--- src/rtl/stim_pkg.sv ---
// Shared constants, state encoding and LCG step for the fuzz-harness stimulus sequencer.
package stim_pkg;

    localparam logic [31:0] LCG_MUL = 32'h41C64E6D;
    localparam logic [31:0] LCG_INC = 32'h3039;

    typedef enum logic [2:0] {
        IDLE   = 3'd0,
        RESET  = 3'd1,
        SETTLE = 3'd2,
        RUN    = 3'd3,
        DONE   = 3'd4
    } stim_state_t;

    function automatic logic [31:0] lcg_next(input logic [31:0] x);
        return x * LCG_MUL + LCG_INC;
    endfunction

endpackage

--- src/rtl/stim_sequencer_if.sv ---
// Bundles the bench-facing control/status and the DUT-facing stimulus/response of the sequencer.
interface stim_sequencer_if #(
    parameter int IN_W  = 136,
    parameter int OUT_W = 159
);
    // Handshake: start is a single-cycle request, accepted only on a clock where busy
    // is low (IDLE or DONE); seed/num_cycles are sampled on that same edge. A start seen
    // while busy is high is dropped, and done stays high until the next accepted start.
    logic             start;
    logic [31:0]      seed;
    logic [31:0]      num_cycles;
    logic             busy;
    logic             done;
    logic [31:0]      cyc_cnt;
    logic [31:0]      signature;
    logic             dut_rst_n;
    logic [IN_W-1:0]  in_flat;
    logic [OUT_W-1:0] out_flat;

    modport master (
        output start, seed, num_cycles, out_flat,
        input  busy, done, cyc_cnt, signature, dut_rst_n, in_flat
    );

    modport slave (
        input  start, seed, num_cycles, out_flat,
        output busy, done, cyc_cnt, signature, dut_rst_n, in_flat
    );

endinterface

--- src/rtl/lcg_vector_gen.sv ---
// Combinational expansion of one LCG state into a chained-word stimulus vector.
module lcg_vector_gen
    import stim_pkg::*;
#(
    parameter int IN_W = 136
) (
    input  logic [31:0]     s_in,
    output logic [IN_W-1:0] vec,
    output logic [31:0]     s_out
);

    localparam int WORDS = (IN_W + 31) / 32;

    logic [31:0] words [WORDS];

    always_comb begin : p_chain
        logic [31:0] w;
        w = s_in;
        for (int k = 0; k < WORDS; k++) begin
            w        = lcg_next(w);
            words[k] = w;
        end
        s_out = w;
    end

    // The top word is truncated to whatever bits remain above the last full word.
    for (genvar k = 0; k < WORDS; k++) begin : g_word
        if ((k + 1) * 32 <= IN_W) begin : g_full
            assign vec[32*k +: 32] = words[k];
        end else begin : g_part
            assign vec[IN_W-1:32*k] = words[k][IN_W-32*k-1:0];
        end
    end

endmodule

--- src/rtl/stim_sequencer.sv ---
// Reset/stimulus controller for the fuzz DUT: reset pulse, LCG vectors per clock,
// applied-cycle count and a MISR signature of the DUT response.
module stim_sequencer
    import stim_pkg::*;
#(
    parameter int IN_W       = 136,
    parameter int OUT_W      = 159,
    parameter int RST_CYCLES = 2
) (
    input  logic        clk,
    input  logic        rst_n,
    stim_sequencer_if.slave bus,
    output stim_state_t dbg_state_o
);

    localparam int OWORDS = (OUT_W + 31) / 32;
    localparam int RCW    = (RST_CYCLES > 1) ? $clog2(RST_CYCLES) : 1;

    stim_state_t      state_q, state_d;
    logic [RCW-1:0]   rst_cnt_q, rst_cnt_d;
    logic [31:0]      num_q, num_d;
    logic [31:0]      lcg_q, lcg_d;
    logic [IN_W-1:0]  in_flat_q, in_flat_d;
    logic [31:0]      cyc_q, cyc_d;
    logic [31:0]      sig_q, sig_d;

    logic [31:0]      gen_s_in;
    logic [31:0]      gen_s_out;
    logic [IN_W-1:0]  gen_vec;
    logic [31:0]      out_slice [OWORDS];
    logic [31:0]      fold;

    // One generator serves both the seed expansion on start and the per-clock RUN step.
    assign gen_s_in = (state_q == RUN) ? lcg_q : bus.seed;

    lcg_vector_gen #(.IN_W(IN_W)) u_gen (
        .s_in  (gen_s_in),
        .vec   (gen_vec),
        .s_out (gen_s_out)
    );

    for (genvar k = 0; k < OWORDS; k++) begin : g_slice
        if ((k + 1) * 32 <= OUT_W) begin : g_full
            assign out_slice[k] = bus.out_flat[32*k +: 32];
        end else begin : g_pad
            assign out_slice[k] = {{(32*OWORDS-OUT_W){1'b0}}, bus.out_flat[OUT_W-1:32*k]};
        end
    end

    always_comb begin
        fold = '0;
        for (int k = 0; k < OWORDS; k++) begin
            fold = fold ^ out_slice[k];
        end
    end

    always_comb begin
        state_d   = state_q;
        rst_cnt_d = rst_cnt_q;
        num_d     = num_q;
        lcg_d     = lcg_q;
        in_flat_d = in_flat_q;
        cyc_d     = cyc_q;
        sig_d     = sig_q;
        case (state_q)
            IDLE, DONE: begin
                if (bus.start) begin
                    state_d   = RESET;
                    rst_cnt_d = '0;
                    num_d     = bus.num_cycles;
                    in_flat_d = gen_vec;
                    lcg_d     = gen_s_out;
                    cyc_d     = '0;
                    sig_d     = '0;
                end
            end
            RESET: begin
                if (rst_cnt_q == RCW'(RST_CYCLES - 1)) begin
                    state_d = SETTLE;
                end else begin
                    rst_cnt_d = rst_cnt_q + RCW'(1);
                end
            end
            SETTLE: begin
                state_d = (num_q == 32'd0) ? DONE : RUN;
            end
            RUN: begin
                sig_d     = {sig_q[30:0], sig_q[31]} ^ fold;
                in_flat_d = gen_vec;
                lcg_d     = gen_s_out;
                cyc_d     = cyc_q + 32'd1;
                // Compare before wrap so a full 2^32-1 run ends exactly at its count.
                if (cyc_q + 32'd1 == num_q) begin
                    state_d = DONE;
                end
            end
            default: begin
                state_d = IDLE;
            end
        endcase
    end

    always_ff @(posedge clk or negedge rst_n) begin
        if (!rst_n) begin
            state_q   <= IDLE;
            rst_cnt_q <= '0;
            num_q     <= '0;
            lcg_q     <= '0;
            in_flat_q <= '0;
            cyc_q     <= '0;
            sig_q     <= '0;
        end else begin
            state_q   <= state_d;
            rst_cnt_q <= rst_cnt_d;
            num_q     <= num_d;
            lcg_q     <= lcg_d;
            in_flat_q <= in_flat_d;
            cyc_q     <= cyc_d;
            sig_q     <= sig_d;
        end
    end

    assign bus.busy      = (state_q == RESET) || (state_q == SETTLE) || (state_q == RUN);
    assign bus.done      = (state_q == DONE);
    assign bus.dut_rst_n = (state_q == SETTLE) || (state_q == RUN) || (state_q == DONE);
    assign bus.in_flat   = in_flat_q;
    assign bus.cyc_cnt   = cyc_q;
    assign bus.signature = sig_q;
    assign dbg_state_o   = state_q;

endmodule

--- src/flat_wrapper.sv ---
// flat-port wrapper written by rule: the top's interface ports become plain ports
module stim_sequencer_flat import stim_pkg::*;
#(
    parameter int IN_W       = 136,
    parameter int OUT_W      = 159,
    parameter int RST_CYCLES = 2
)
  (clk, rst_n, dbg_state_o, bus_start, bus_seed, bus_num_cycles, bus_out_flat, bus_busy, bus_done, bus_cyc_cnt, bus_signature, bus_dut_rst_n, bus_in_flat);
  stim_sequencer_if #(.IN_W(IN_W), .OUT_W(OUT_W)) bus_i ();
  input  logic clk;
  input  logic rst_n;
  output stim_state_t dbg_state_o;
  input wire logic [$bits(bus_i.start)-1:0] bus_start;
  input wire logic [$bits(bus_i.seed)-1:0] bus_seed;
  input wire logic [$bits(bus_i.num_cycles)-1:0] bus_num_cycles;
  input wire logic [$bits(bus_i.out_flat)-1:0] bus_out_flat;
  output wire logic [$bits(bus_i.busy)-1:0] bus_busy;
  output wire logic [$bits(bus_i.done)-1:0] bus_done;
  output wire logic [$bits(bus_i.cyc_cnt)-1:0] bus_cyc_cnt;
  output wire logic [$bits(bus_i.signature)-1:0] bus_signature;
  output wire logic [$bits(bus_i.dut_rst_n)-1:0] bus_dut_rst_n;
  output wire logic [$bits(bus_i.in_flat)-1:0] bus_in_flat;
  assign bus_i.start = bus_start;
  assign bus_i.seed = bus_seed;
  assign bus_i.num_cycles = bus_num_cycles;
  assign bus_i.out_flat = bus_out_flat;
  assign bus_busy = bus_i.busy;
  assign bus_done = bus_i.done;
  assign bus_cyc_cnt = bus_i.cyc_cnt;
  assign bus_signature = bus_i.signature;
  assign bus_dut_rst_n = bus_i.dut_rst_n;
  assign bus_in_flat = bus_i.in_flat;
  stim_sequencer #(.IN_W(IN_W), .OUT_W(OUT_W), .RST_CYCLES(RST_CYCLES)) u_core (.clk(clk), .rst_n(rst_n), .bus(bus_i), .dbg_state_o(dbg_state_o));
endmodule
--- config.mk ---
export PLATFORM = sky130hd
export DESIGN_NAME = stim_sequencer_flat
export DESIGN_NICKNAME = d
export VERILOG_FILES = /design/src/rtl/stim_pkg.sv /design/src/rtl/stim_sequencer_if.sv /design/src/rtl/lcg_vector_gen.sv /design/src/rtl/stim_sequencer.sv /design/src/flat_wrapper.sv
export SDC_FILE = /design/constraint.sdc
export NUM_CORES = 2
export LEC_CHECK = 0
export CAP_MARGIN = 20
export CELL_PAD_IN_SITES_DETAIL_PLACEMENT = 0
export CELL_PAD_IN_SITES_GLOBAL_PLACEMENT = 1
export CORE_MARGIN = 2
export CORE_UTILIZATION = 52
export CTS_CLUSTER_SIZE = 24
export DETAILED_ROUTE_END_ITERATION = 16
export PLACE_DENSITY_LB_ADDON = 0.2
export SLEW_MARGIN = 20
export SYNTH_ARGS = -nofsm -noshare
export SYNTH_HDL_FRONTEND = slang
export SYNTH_SLANG_ARGS = --single-unit
--- constraint.sdc ---
create_clock -name clk -period 87.2 [get_ports clk]
set_input_delay 17.44 -clock clk [delete_from_list [all_inputs] [get_ports clk]]
set_output_delay 17.44 -clock clk [all_outputs]
set_load 0.005 [all_outputs]
Yosys cells after proc, flatten, opt, wreduce, memory -nomap -nowiden. Index checks and enable logic that the tools add are counted.

Register bits: 268. Output and inout bits: 206.

Add/subtract/negate cells: 7. Multiply operators: 5. Equality and inequality tests: 8. Multiplexer cells: 16. Bitwise logic cells: 5. Reductions and logical operators: 13.

Operators by type and width (number): $pmux W136 S2 (1); $pmux W32 S2 (3); $add A32 B14 Y32 const B (5); $mul A32 B31 Y32 const B (5); $mux W136 (1); $xor A32 B32 Y32 (4); $mux W32 (3); $add A32 B1 Y32 const B (1); $eq A32 B32 Y1 (1); $logic_not A32 Y1 (1); $xor A32 B31 Y32 (1); $mux W3 (4); $pmux W3 S4 (1); $eq A3 B2 Y1 const B (2); $reduce_and A2 Y1 (3); $logic_or A1 B1 Y1 (4); $ne A2 B2 Y1 const B (2); $reduce_bool A2 Y1 (2); $eq A3 B1 Y1 const B (1); $eq A3 B3 Y1 const B (1); $logic_not A3 Y1 (1); $reduce_and A3 Y1 (1); $mux W1 (2); $ne A2 B1 Y1 const B (1); other kinds (3) (3).

Logic depth before layout (Yosys ltp).
Depth in word-level cells: 14. Mapped depth: 120. Gate-level depth less buffers: 116.

Cells and area by module. From an unflattened synthesis, not the netlist that was laid out.

Cell total of the unflattened synthesis: 6086. Area, all modules: 57635.3 µm².

By module, submodules not included: lcg_vector_gen (times used 1, cells each 4540, area an instance 44247.4 µm², sequential area each 0.0 µm²); stim_sequencer (times used 1, cells each 1546, area an instance 13387.8 µm², sequential area each 6706.4 µm²).

Worst setup path after synthesis. OpenSTA, ideal clock, no wires.

Path kind: in2reg. Start: input bus_seed[0]. End: register u_core.lcg_q[31]. Setup time: 0.076 ns. Arrival: 45.115 ns. Required time: 87.124 ns. Path slack: 42.009 ns. Stages: 106. Cells stage by stage: mux2i_1 inv_1 ha_1 nor2_1 fa_1 fa_1 inv_1 ha_1 inv_1 fa_1 inv_1 fa_1 inv_1 fa_1 inv_1 ha_1 nand2_1 o21ai_0 (+70 left out) fa_1 inv_1 fa_1 fa_1 inv_1 fa_1 xnor2_1 xnor2_1 xnor2_1 xnor2_1 xnor2_1 xnor2_1 xnor3_1 xor2_1 xnor2_1 xnor2_1 xnor3_1 o21ai_1.

Longest elaborated chain between the ends: 13.

RTL lines: from (decl) (line flat_wrapper.sv:14) `input wire logic [$bits(bus_i.seed)-1:0] bus_seed;`; $mux W32 (*) (line stim_sequencer.sv:34) `assign gen_s_in = (state_q == RUN) ? lcg_q : bus.seed;`; net u_core.gen_s_in[0] (line stim_sequencer.sv:27) `logic [31:0] gen_s_in;`; $mul A32 B31 Y32 (*) (line stim_pkg.sv:16) `return x * LCG_MUL + LCG_INC;`; $add A32 B14 Y32 (*) (line stim_pkg.sv:16); net u_core.gen_vec[17] (line stim_sequencer.sv:29) `logic [IN_W-1:0] gen_vec;`; $mul A32 B31 Y32 (*) (line stim_pkg.sv:16); $add A32 B14 Y32 (*) (line stim_pkg.sv:16); $mul A32 B31 Y32 (*) (line stim_pkg.sv:16); $add A32 B14 Y32 (*) (line stim_pkg.sv:16); net u_core.gen_vec[89] (line stim_sequencer.sv:29); $mul A32 B31 Y32 (*) (line stim_pkg.sv:16); $add A32 B14 Y32 (*) (line stim_pkg.sv:16); net u_core.gen_vec[124] (line stim_sequencer.sv:29); $mul A32 B31 Y32 (*) (line stim_pkg.sv:16); $add A32 B14 Y32 (*) (line stim_pkg.sv:16); $mux W32 (line stim_sequencer.sv:67) `if (bus.start) begin`; $pmux W32 S2 (*) (line stim_sequencer.sv:65) `case (state_q)`; to (signal assigned) (line stim_sequencer.sv:116) `lcg_q <= lcg_d;`; to (decl) (line stim_sequencer.sv:22) `logic [31:0] lcg_q, lcg_d;`.

Mark *: on every way through the listed nets, which the timed path passes. The rest lies on a longest branch. The select of a mux whose other input is x is not followed. A chain may end at the register's enable or synchronous reset.

Worst setup path in the final report. Same ends and word-level chain as after synthesis.

==> summary.md <==
| Metric | Value |
|---|---|
| Sequential area share after synthesis | `11.4%` |
| Clk_skew | `0.0443 ns` |
| Post-synth top area share | `33.7%` |
| Final period util | `53.7%` |
| Global-route wire length before repair | `251000 um` |
| Setup TNS | `0 ns` |
| Ys flop type | `dfrtp_1` |
| Die height | `333 um` |
| Area occupied by multi-input gates | `0.0434 mm2` |
| Resized Gates After CTS | `0` |
| Core ar. | `0.107 mm2` |
| CTS buffer count | `37` |
| Fmax | `21.3 MHz` |
| Hold path depth | `2` |
| Commonest cells post-synth | `inv_1 (1664), ha_1 (993), fa_1 (949)` |
| Cts hold-fix bufs | `0` |
| Clk_lat worst skew | `0.63 ns` |
| Final Setup Violations | `0` |
| Final net count | `8417` |
| Clk slew on worst S/H paths | `0.06 ns` |
| # clock sinks | `256` |
| Yosys cell types | `75` |
| Post-synth ARST share | `100%` |
| Row cnt | `120` |
| Post-route minimum period | `46.86 ns` |
| Area Overhead vs Synth | `13.1%` |
| # Max-Cap Violations | `0` |
| CP Data Required Time | `87.74 ns` |
| Final Max Slew Viols | `0` |
| DR vias/cell | `5.17` |
| Number of global-route vias before repair | `42700` |
| Top-count cell post-synth | `inv_1` |
| DR iter-0 viols | `1810` |
| Syn Area/Cell | `9.68 um2` |
| Largest net degree at the start of global routing | `171` |
| Slew margin rel. | `23.0%` |
| CTS HTree Levels | `2` |
| Critical path launch point type | `primary input` |
| PortBufs | `431` |
| Slowest cell on the critical path | `ha_1` |
| CP Class | `primary input to flop` |
| Mapped cell area | `0.0564 mm2` |
| Number of flops mapped to enable cells by yosys | `0` |
| Final ANT Viol Nets | `0` |
| Post-CTS setup buffer count | `0` |
| Drt pass-1 iters | `5` |
| CTS Buffer Depth | `3` |
| Final Hold Viols | `0` |
| CTS tree | `yes` |
| GRT Total Usage | `29.5%` |
| Synthesized Nets | `7994` |
| GP Congestion | `0.963` |
| Post-synthesis cell count | `5826` |
| CP Data Arrival Time | `47.40 ns` |
| IO Pins | `432` |
| Fill count | `9577` |
| Most common cell on crit path | `fa_1` |
| Unrepaired setup endpoints after global routing | `no` |
| Share of cells above drive strength 1 | `2.71%` |
| Number of synthesized register bits | `256` |
| Die X | `333 um` |
| DRC viols | `0` |
| Main area contributors after synthesis | `fa_1 (34%), ha_1 (22%), dfrtp_1 (11%)` |
| Reg area | `0.00641 mm2` |
| Hold Crit Class | `flop to flop` |
| YS warnings | `0` |
| Crit end category | `flop` |
| Clk root buf | `clkbuf_16` |
| Area leader, netlist | `fa_1` |
| Initial Util | `52.6%` |
| Via Count | `39700` |
| Max stage delay on crit path | `0.72 ns` |
| Status | `finished clean` |
| Final HPWL DP | `137000 um` |
| Avg WL per Cell | `20.5 um` |
| Antenna violations before repair | `8` |
| GRT overflow | `0` |
| R2R cell count | `110` |
| Die area | `0.111 mm2` |
| Post-Route WL | `158000 um` |
| Actual slew at the worst max-slew pin | `1.15 ns` |
| CP Max Fanout | `29` |
[final timing paths]
path	to	start	slack [ns]
setup reg to reg	u_core.lcg_q[31]	u_core.dbg_state_o[1]	55.71
min in group asynchronous	u_core.num_q[14]	rst_n	16.84
hold / removal	u_core.bus.in_flat[42]	u_core.bus.in_flat[42]	0.47
setup / recovery	u_core.lcg_q[31]	bus_seed[0]	40.34
hold reg to reg	u_core.bus.in_flat[42]	u_core.bus.in_flat[42]	0.47
max in group asynchronous	u_core.bus.in_flat[52]	rst_n	68.37
[critical path, delay by kind of cell]
family	cells	cell delay [ns]
AOI/OAI and AO/OA	13	2.63
xor gates and xnor gates	15	4.16
adders and majority gates	43	18.96
buffers and inverters	28	2.78
muxes	1	0.11
and+or+nand+nor	8	1.22
[layout make-up]
| cell class | instances | share of cell area [%] |
|---|---|---|
| antenna | 5 | 0.0196 |
| tap | 1403 | 2.75 |
| inverter | 1665 | 9.80 |
| multi-input combinational | 3821 | 68.1 |
| sequential | 256 | 10.0 |
| clock buffer | 47 | 1.59 |
| clock inverter | 20 | 0.492 |
| timing repair buffer | 468 | 7.23 |
[metrics by stage]
| step | area (um2) | setup slack [ns] | hold slack [ns] | utilization (%) | instances |
|---|---|---|---|---|---|
| after CTS | 63800 | 40.33 | 0.470 | 59.4 | 7680 |
| after global routing | 63800 | 38.99 | 0.495 | 59.4 | 7684 |
| final | 63800 | 40.34 | 0.465 | 59.4 | 7685 |
| after floorplan | 56400 | 42.01 | 0.448 | - | 5826 |
| after detailed placement | 62500 | 39.80 | 0.456 | 58.2 | 7613 |
| after global placement | 62500 | 40.20 | 0.449 | 58.2 | 7613 |
[registers in the layout, indices dropped and copies added (netlist names)]
signal                flops
u_core.lcg_q             25
u_core.dbg_state_o        3
u_core.rst_cnt_q          1
u_core.bus.in_flat      131
u_core.bus.cyc_cnt       32
u_core.num_q             32
u_core.bus.signature     32
[cell families (layout without fill, tap and decap cells)]
| kind of cell | count (synthesis) | count (layout) | share of synthesized area (%) |
|---|---|---|---|
| adders and majority gates | 1942 | 1942 | 55.7 |
| buffers and inverters | 1749 | 2200 | 11.8 |
| and+or+nand+nor | 705 | 705 | 5.53 |
| AOI/OAI and AO/OA | 603 | 603 | 6.36 |
| xor gates and xnor gates | 506 | 506 | 8.07 |
| DFF | 256 | 256 | 11.4 |
| muxes | 65 | 65 | 1.24 |
| other | 0 | 5 | 0 |
[metal layers]
metal	global-route usage [%]	wire length, um
met1	40.9	70100
met3	3.85	8490
met5	0	22
met4	6.58	3500
met2	49.6	75900
[cells in the final DEF (no fill, tap or decap), drive strengths merged, types with 136 or more instances in the layout]
master	Yosys	final
nor2	136	136
ha	993	993
fa	949	949
dfrtp	256	256
nand2	366	366
xnor2	403	403
a21oi	159	159
clkdlybuf4s50	0	430
o21ai	240	240
inv	1665	1665
Power is left out: the tool's default activity adds up to more than one toggle a clock period on the data nets, which glitch-free logic cannot reach.
